## src/rtl/uart_pkg.sv

```systemverilog
// uart_pkg: types and helpers shared by the UART receive path (and a later
// oversampled transmitter).
//   rx_state_t : receiver FSM state encoding
//   uart_div   : clocks per oversample tick, clk_freq / (baud * os)
//   maj3       : 2-of-3 majority used for the bit vote
//   xor8       : byte parity (XOR reduction)
package uart_pkg;

  typedef enum logic [2:0] {
    IDLE   = 3'd0,
    START  = 3'd1,
    DATA   = 3'd2,
    PARITY = 3'd3,
    STOP   = 3'd4
  } rx_state_t;

  function automatic int uart_div(input int clk_freq, input int baud, input int os);
    return clk_freq / (baud * os);
  endfunction

  function automatic logic maj3(input logic a, input logic b, input logic c);
    return (a & b) | (a & c) | (b & c);
  endfunction

  function automatic logic xor8(input logic [7:0] d);
    return ^d;
  endfunction

endpackage

```

## src/rtl/uart_baud_tick.sv

```systemverilog
// uart_baud_tick: free-running oversample tick generator.
// Emits a one-cycle tick every DIV = clk_freq/(baud_rate*OS) clocks.
// Ports:
//   clk  in  system clock, rising edge
//   rst  in  synchronous reset, active high (clears divider and tick)
//   tick out one-cycle pulse per oversample period
module uart_baud_tick
  import uart_pkg::*;
#(
  parameter int clk_freq  = 1000000,
  parameter int baud_rate = 9600,
  parameter int OS        = 16
) (
  input  logic clk,
  input  logic rst,
  output logic tick
);

  localparam int DIV = uart_div(clk_freq, baud_rate, OS);
  localparam int CW  = (DIV >= 2) ? $clog2(DIV) : 1;
  localparam logic [CW-1:0] CNT_LAST = CW'(DIV - 1);

  // A divider below 2 cannot produce a distinct tick; refuse to elaborate.
  generate
    if (DIV < 2) begin : g_div_check
      $error("uart_baud_tick: clk_freq/(baud_rate*OS) must be >= 2");
    end
  endgenerate

  logic [CW-1:0] cnt;

  // Divider counter and registered tick pulse
  always_ff @(posedge clk) begin
    if (rst) begin
      cnt  <= '0;
      tick <= 1'b0;
    end else begin
      tick <= (cnt == CNT_LAST);
      if (cnt == CNT_LAST) begin
        cnt <= '0;
      end else begin
        cnt <= cnt + 1'b1;
      end
    end
  end

endmodule

```

## src/rtl/uart_rx_os.sv

```systemverilog
// uart_rx_os: 16x-oversampled 8N1 UART receiver (optional parity), LSB first,
// running entirely on the system clock.
// Ports:
//   clk        in   system clock, rising edge
//   rst        in   synchronous reset, active high
//   rx         in   asynchronous serial line, idle high
//   rx_data    out  received byte, stable while rx_valid
//   rx_valid   out  byte available; held until accepted
//   rx_ready   in   consumer accepts on rx_valid && rx_ready
//   frame_err  out  stop bit sampled 0 (qualified by rx_valid)
//   parity_err out  parity mismatch (qualified by rx_valid)
//   overrun    out  one-cycle pulse: a completed byte was dropped
//   busy       out  receiver not in IDLE
module uart_rx_os
  import uart_pkg::*;
#(
  parameter int clk_freq   = 1000000,
  parameter int baud_rate  = 9600,
  parameter int OS         = 16,
  parameter int PARITY_EN  = 0,
  parameter int PARITY_ODD = 0
) (
  input  logic       clk,
  input  logic       rst,
  input  logic       rx,
  output logic [7:0] rx_data,
  output logic       rx_valid,
  input  logic       rx_ready,
  output logic       frame_err,
  output logic       parity_err,
  output logic       overrun,
  output logic       busy
);

  localparam int SCW = $clog2(OS);
  localparam logic [SCW-1:0] SC_S0   = SCW'(OS / 2 - 1);
  localparam logic [SCW-1:0] SC_S1   = SCW'(OS / 2);
  localparam logic [SCW-1:0] SC_VOTE = SCW'(OS / 2 + 1);
  localparam logic [SCW-1:0] SC_LAST = SCW'(OS - 1);
  localparam logic PAR_EN  = (PARITY_EN != 0) ? 1'b1 : 1'b0;
  localparam logic PAR_ODD = (PARITY_ODD != 0) ? 1'b1 : 1'b0;

  // The three vote samples straddle mid-bit; this needs an even ratio of at least 8.
  generate
    if ((OS < 8) || ((OS % 2) != 0)) begin : g_os_check
      $error("uart_rx_os: OS must be even and >= 8");
    end
  endgenerate

  logic            tick;
  logic            sync1;
  logic            rxs;
  logic            armed;
  logic [SCW-1:0]  sc;
  logic [2:0]      bc;
  logic            s0;
  logic            s1;
  logic [7:0]      shreg;
  logic            perr_pend;
  logic            done;
  logic            done_ferr;
  logic            vote;
  logic            at_vote;
  logic            at_wrap;
  logic            start_det;
  rx_state_t       state;
  rx_state_t       state_next;

  uart_baud_tick #(
    .clk_freq (clk_freq),
    .baud_rate(baud_rate),
    .OS       (OS)
  ) u_tick (
    .clk (clk),
    .rst (rst),
    .tick(tick)
  );

  // The third vote sample is the live rxs at the vote tick itself.
  assign vote      = maj3(s0, s1, rxs);
  assign at_vote   = tick && (sc == SC_VOTE);
  assign at_wrap   = tick && (sc == SC_LAST);
  // A start is only accepted after the line has been seen high in IDLE.
  assign start_det = armed && !rxs && tick;
  assign busy      = (state != IDLE);

  // Two-flop synchroniser for the asynchronous line, idles high
  always_ff @(posedge clk) begin
    if (rst) begin
      sync1 <= 1'b1;
      rxs   <= 1'b1;
    end else begin
      sync1 <= rx;
      rxs   <= sync1;
    end
  end

  // FSM state register
  always_ff @(posedge clk) begin
    if (rst) begin
      state <= IDLE;
    end else begin
      state <= state_next;
    end
  end

  // FSM next-state logic; STOP leaves at the vote so back-to-back frames are caught
  always_comb begin
    state_next = state;
    case (state)
      IDLE: begin
        if (start_det) begin
          state_next = START;
        end else begin
          state_next = IDLE;
        end
      end
      START: begin
        if (at_vote && vote) begin
          state_next = IDLE;
        end else if (at_wrap) begin
          state_next = DATA;
        end else begin
          state_next = START;
        end
      end
      DATA: begin
        if (at_wrap && (bc == 3'd7)) begin
          state_next = PAR_EN ? PARITY : STOP;
        end else begin
          state_next = DATA;
        end
      end
      PARITY: begin
        if (at_wrap) begin
          state_next = STOP;
        end else begin
          state_next = PARITY;
        end
      end
      STOP: begin
        if (at_vote) begin
          state_next = IDLE;
        end else begin
          state_next = STOP;
        end
      end
      default: begin
        state_next = IDLE;
      end
    endcase
  end

  // Sample counter, vote samples, shifter, parity check and frame completion
  always_ff @(posedge clk) begin
    if (rst) begin
      armed     <= 1'b0;
      sc        <= '0;
      bc        <= 3'd0;
      s0        <= 1'b1;
      s1        <= 1'b1;
      shreg     <= 8'h00;
      perr_pend <= 1'b0;
      done      <= 1'b0;
      done_ferr <= 1'b0;
    end else begin
      done <= 1'b0;
      if (state == IDLE) begin
        if (rxs) begin
          armed <= 1'b1;
        end
        if (start_det) begin
          sc        <= '0;
          bc        <= 3'd0;
          perr_pend <= 1'b0;
        end
      end else if (tick) begin
        sc <= (sc == SC_LAST) ? '0 : sc + 1'b1;
        if (sc == SC_S0) begin
          s0 <= rxs;
        end
        if (sc == SC_S1) begin
          s1 <= rxs;
        end
        if (sc == SC_VOTE) begin
          case (state)
            DATA: begin
              shreg <= {vote, shreg[7:1]};
            end
            PARITY: begin
              if (vote != (xor8(shreg) ^ PAR_ODD)) begin
                perr_pend <= 1'b1;
              end
            end
            STOP: begin
              done      <= 1'b1;
              done_ferr <= ~vote;
              // A low stop (break) must see the line return high before re-arming.
              if (!vote) begin
                armed <= 1'b0;
              end
            end
            default: begin
            end
          endcase
        end
        if ((state == DATA) && (sc == SC_LAST)) begin
          bc <= bc + 3'd1;
        end
      end
    end
  end

  // Output holding register with valid/ready handshake and overrun pulse
  always_ff @(posedge clk) begin
    if (rst) begin
      rx_data    <= 8'h00;
      rx_valid   <= 1'b0;
      frame_err  <= 1'b0;
      parity_err <= 1'b0;
      overrun    <= 1'b0;
    end else begin
      overrun <= 1'b0;
      if (done) begin
        if (!rx_valid || rx_ready) begin
          rx_data    <= shreg;
          frame_err  <= done_ferr;
          parity_err <= perr_pend;
          rx_valid   <= 1'b1;
        end else begin
          overrun <= 1'b1;
        end
      end else if (rx_valid && rx_ready) begin
        rx_valid <= 1'b0;
      end
    end
  end

endmodule
```

## config.mk

```make
export PLATFORM = sky130hd
export DESIGN_NAME = uart_rx_os
export DESIGN_NICKNAME = d
export VERILOG_FILES = /design/src/rtl/uart_pkg.sv /design/src/rtl/uart_baud_tick.sv /design/src/rtl/uart_rx_os.sv
export SDC_FILE = /design/constraint.sdc
export NUM_CORES = 1
export LEC_CHECK = 0
export CAP_MARGIN = 15
export CORE_MARGIN = 4
export CORE_UTILIZATION = 55
export DETAILED_ROUTE_END_ITERATION = 8
export PLACE_DENSITY_LB_ADDON = 0.12
export SYNTH_ARGS = -nofsm -noshare
export SYNTH_HDL_FRONTEND = slang
export SYNTH_SLANG_ARGS = --single-unit
```

## constraint.sdc

```tcl
create_clock -name clk -period 1.8 [get_ports clk]
set_input_delay 0.36 -clock clk [delete_from_list [all_inputs] [get_ports clk]]
set_output_delay 0.36 -clock clk [all_outputs]
set_load 0.02 [all_outputs]
```

==> reports/results.txt <==
Post-synthesis mux area share -> 12.3%
Overall die height -> 67.5 um
Max incr delay on CP -> 0.57 ns
Die width -> 67.5 um
IO Port Bufs -> 16
Total GRT Usage -> 18.1%
Vias in the first global route -> 1412
Post-DP Area -> 0.00213 sq mm
CP max-delay cell -> dfxtp_1
Crit-path max FO -> 11
Grt total ovfl -> 0
Synth Area in Compound Gates -> 8.74%
Drt pass-1 iters -> 5
Maxcap violations -> 0
Status -> finished, final reports clean
Die area -> 0.00456 sq mm
Count of final hold-check violations -> 0
Hold Path End -> rxs
Largest net degree at the start of global routing -> 42
Final ANT Viol Nets -> 0
CTS Root Buffer Type -> clkbuf_4
Clock slew at reported path FFs -> 0.12 ns
Final instance area -> 0.00219 sq mm
Max_slew headroom -> 73.2%
Register area share after synthesis -> 43.2%
Skew-Pair Late Insertion Delay -> 0.35 ns
Fin crit share -> 95.3%
FMAX -> 583 MHz
Vias per cell -> 5.45
Origin of the critical flop-to-flop path -> sc[3]
Fin nets -> 225
Netlist Area Pre-Place -> 0.00195 sq mm
Worst-case clock buffer depth -> 2
Sequential cell area -> 843 sq um
Starting DRT DRC Count -> 113
Post-DP HPWL -> 2450 um
Core Area -> 0.00339 sq mm
Cells after Synth -> 195
Synthesized Nets -> 206
Req. time, crit path -> 2.05 ns
Hold Buf Count CTS -> 0
Worst R2R End -> bc[1]
Layout cells sized above 1 -> 13.5%
# fillers -> 275
Unrepaired setup endpoints after global routing -> no
Final setup viols -> 0
Initial antenna violation count -> 0
Ant diodes -> 0
Initial Utilization -> 57.4%
Number of synthesis warnings -> 0
Vias -> 1422
Post-synthesis adder-cell area fraction -> 5.01%
I/O pin count -> 17
Cell depth of the worst hold path -> 1
TritonCTS clock tree -> yes
Top cell type's share of synthesized area -> 43.2%
XOR/XNOR Fraction of Synth Area -> 3.86%
Worst setup EP type -> flop
Reg2reg setup slack -> 0.09 ns
Inserted Clock Buffers -> 5
Syn_area_per_cell -> 9.98 sq um
GP Congestion -> 0.763
WL/cell -> 13.4 um
Commonest non-fill, non-tap cell in the layout -> dfxtp_1
DRC -> 0
Worst-Margin Slew -> 0.402 ns
Setup_tns -> 0 ns
Area leader, netlist -> dfxtp_1
Layout Skew -> 0.00607 ns
Minimum hold slack -> 0.430 ns
Area of the multi-input gates -> 967 sq um
PwrDens -> 675 mW/mm^2
HP Class -> flop to flop
Hold Crit Start -> sync1
Count of different cell masters after synthesis -> 43
Area grow syn2layout -> 12.3%
WS Path Type -> flop to flop
H-tree depth -> 2
Post-CTS Setup Bufs -> 0
Row Count -> 21
First-pass GRT wire length -> 6200 um
Crit-path cells -> nand4_1 -> a2111oi_4 -> mux2i_1 -> nor2_1
Final Power -> 0.00147 W
Crit path arrival time -> 1.97 ns
Max VDD drop -> 0.539 mV
Most frequent cells in the layout -> dfxtp_1, nor2_1, mux2i_1, clkdlybuf4s50_1, inv_1
Area contributors post-synth -> dfxtp_1, mux2i_1, nor2_1
Synth Area in Simple Gates -> 19.7%
Largest family of logic cells by synthesized area -> simple AND/OR/NAND/NOR gates
Total length of routed wires -> 3510 um
Tmin final -> 1.71 ns
Max Slew Vio Count -> 0
P_leak -> 0.945 nW
FF+latch count, synth -> 42
Clock sinks -> 42
Depth of the most critical reg-to-reg path -> 4
Setup crit start kind -> flop
==> cells by family (layout without fill, tap and decap cells) <==
kind of cell    count (synthesis)  in the layout
mux                            24             24
xor+xnor                        7              7
fa+ha+maj                       8              8
buf+inv                        20             40
flops                          42             42
simple gates                   73             73
compound gates                 21             21
==> final cells by class <==
cell class                      instances  area share [%]
Timing Repair Buffer                   24            10.4
Clock buffer                            7            2.52
Tap cell                               46            2.63
Inverter                                8            1.37
Sequential cell                        42            38.6
Multi-Input combinational cell        133            44.2
Clock inverter                          1           0.229
==> power by group <==
part | leakage (nW) | switching (W) | internal [W]
registers | 0.341 | 0.00000648 | 0.000939
logic | 0.569 | 0.0000267 | 0.0000237
clock network | 0.0353 | 0.000290 | 0.000190
==> stage by stage <==
stage	worst slack [ns]	std cells	utilization, %
after floorplan	0.194	195	-
after global placement	0.187	253	62.8
after detailed placement	0.0822	253	62.8
after CTS	0.0193	261	64.6
after global routing	0.00722	261	64.5
final	0.0853	261	64.5
==> routing by layer <==
layer	share of wire (%)	track usage [%]	vias up
met5	0	0	-
met4	1.1	8.61	0
met3	3.6	5.16	6
met2	50	29.6	24
met1	46	21.8	681
li1	-	-	711
==> worst max-delay path: cells and delay by family (launching register included) <==
family	cells	cell delay (ns)
DFF	1	0.57
muxes	1	0.25
AOI/OAI and AO/OA	1	0.51
and+or+nand+nor	2	0.29
==> synthesized netlist by cell type <==
cell type  instances
or3b_2             1
a211oi_1           1
a31oi_1            3
a21boi_0           1
or3b_1             1
buf_4              1
nand2_1            5
buf_2              2
nand2b_1           2
a221oi_2           1
a211o_2            1
and4b_1            2
buf_6              5
nand3_1            1
clkbuf_1           2
a2111oi_4          1
nor2_1            38
nand3b_1           2
and2b_2            1
nor4b_1            2
dfxtp_1           42
or3b_4             1
or2_2              2
ha_1               7
nor3_1             2
maj3_1             1
nand4b_1           2
a22oi_1            1
and2_2             2
nand3_2            1
nor2b_1            2
o31ai_1            2
a21oi_1            3
clkbuf_8           2
o31a_1             1
mux2i_1           24
xnor2_1            6
xnor3_1            1
a32oi_1            2
inv_1              8
o21ai_0            4
or3_1              1
nand4_1            5
==> sequential cells by signal, summed over array words and instances (netlist names) <==
register and flops:
rx_data 8, shreg 8, sc 4, bc 3
state 3, u_tick.cnt 3, armed 1, done 1
done_ferr 1, frame_err 1, overrun 1, parity_err 1
perr_pend 1, rx_valid 1, rxs 1, s0 1
s1 1, sync1 1, u_tick.tick 1
==> how the worst max path moves through the flow <==
stage,start,end,slack (ns),depth (start not counted)
floorplan,sc[0],bc[0],0.19,5
global placement,state[1],busy,0.19,2
detailed placement,sc[0],bc[1],0.08,5
CTS,state[1],busy,0.02,2
global route,sc[0],bc[1],0.007,5
finish,sc[3],bc[1],0.09,4
==> repair_timing <==
action	CTS	global route
gates resized for setup	2	4
pin swaps	0	1
endpoints found under the setup margin	1	9
Note: power is estimated with default switching activity, not from simulation.
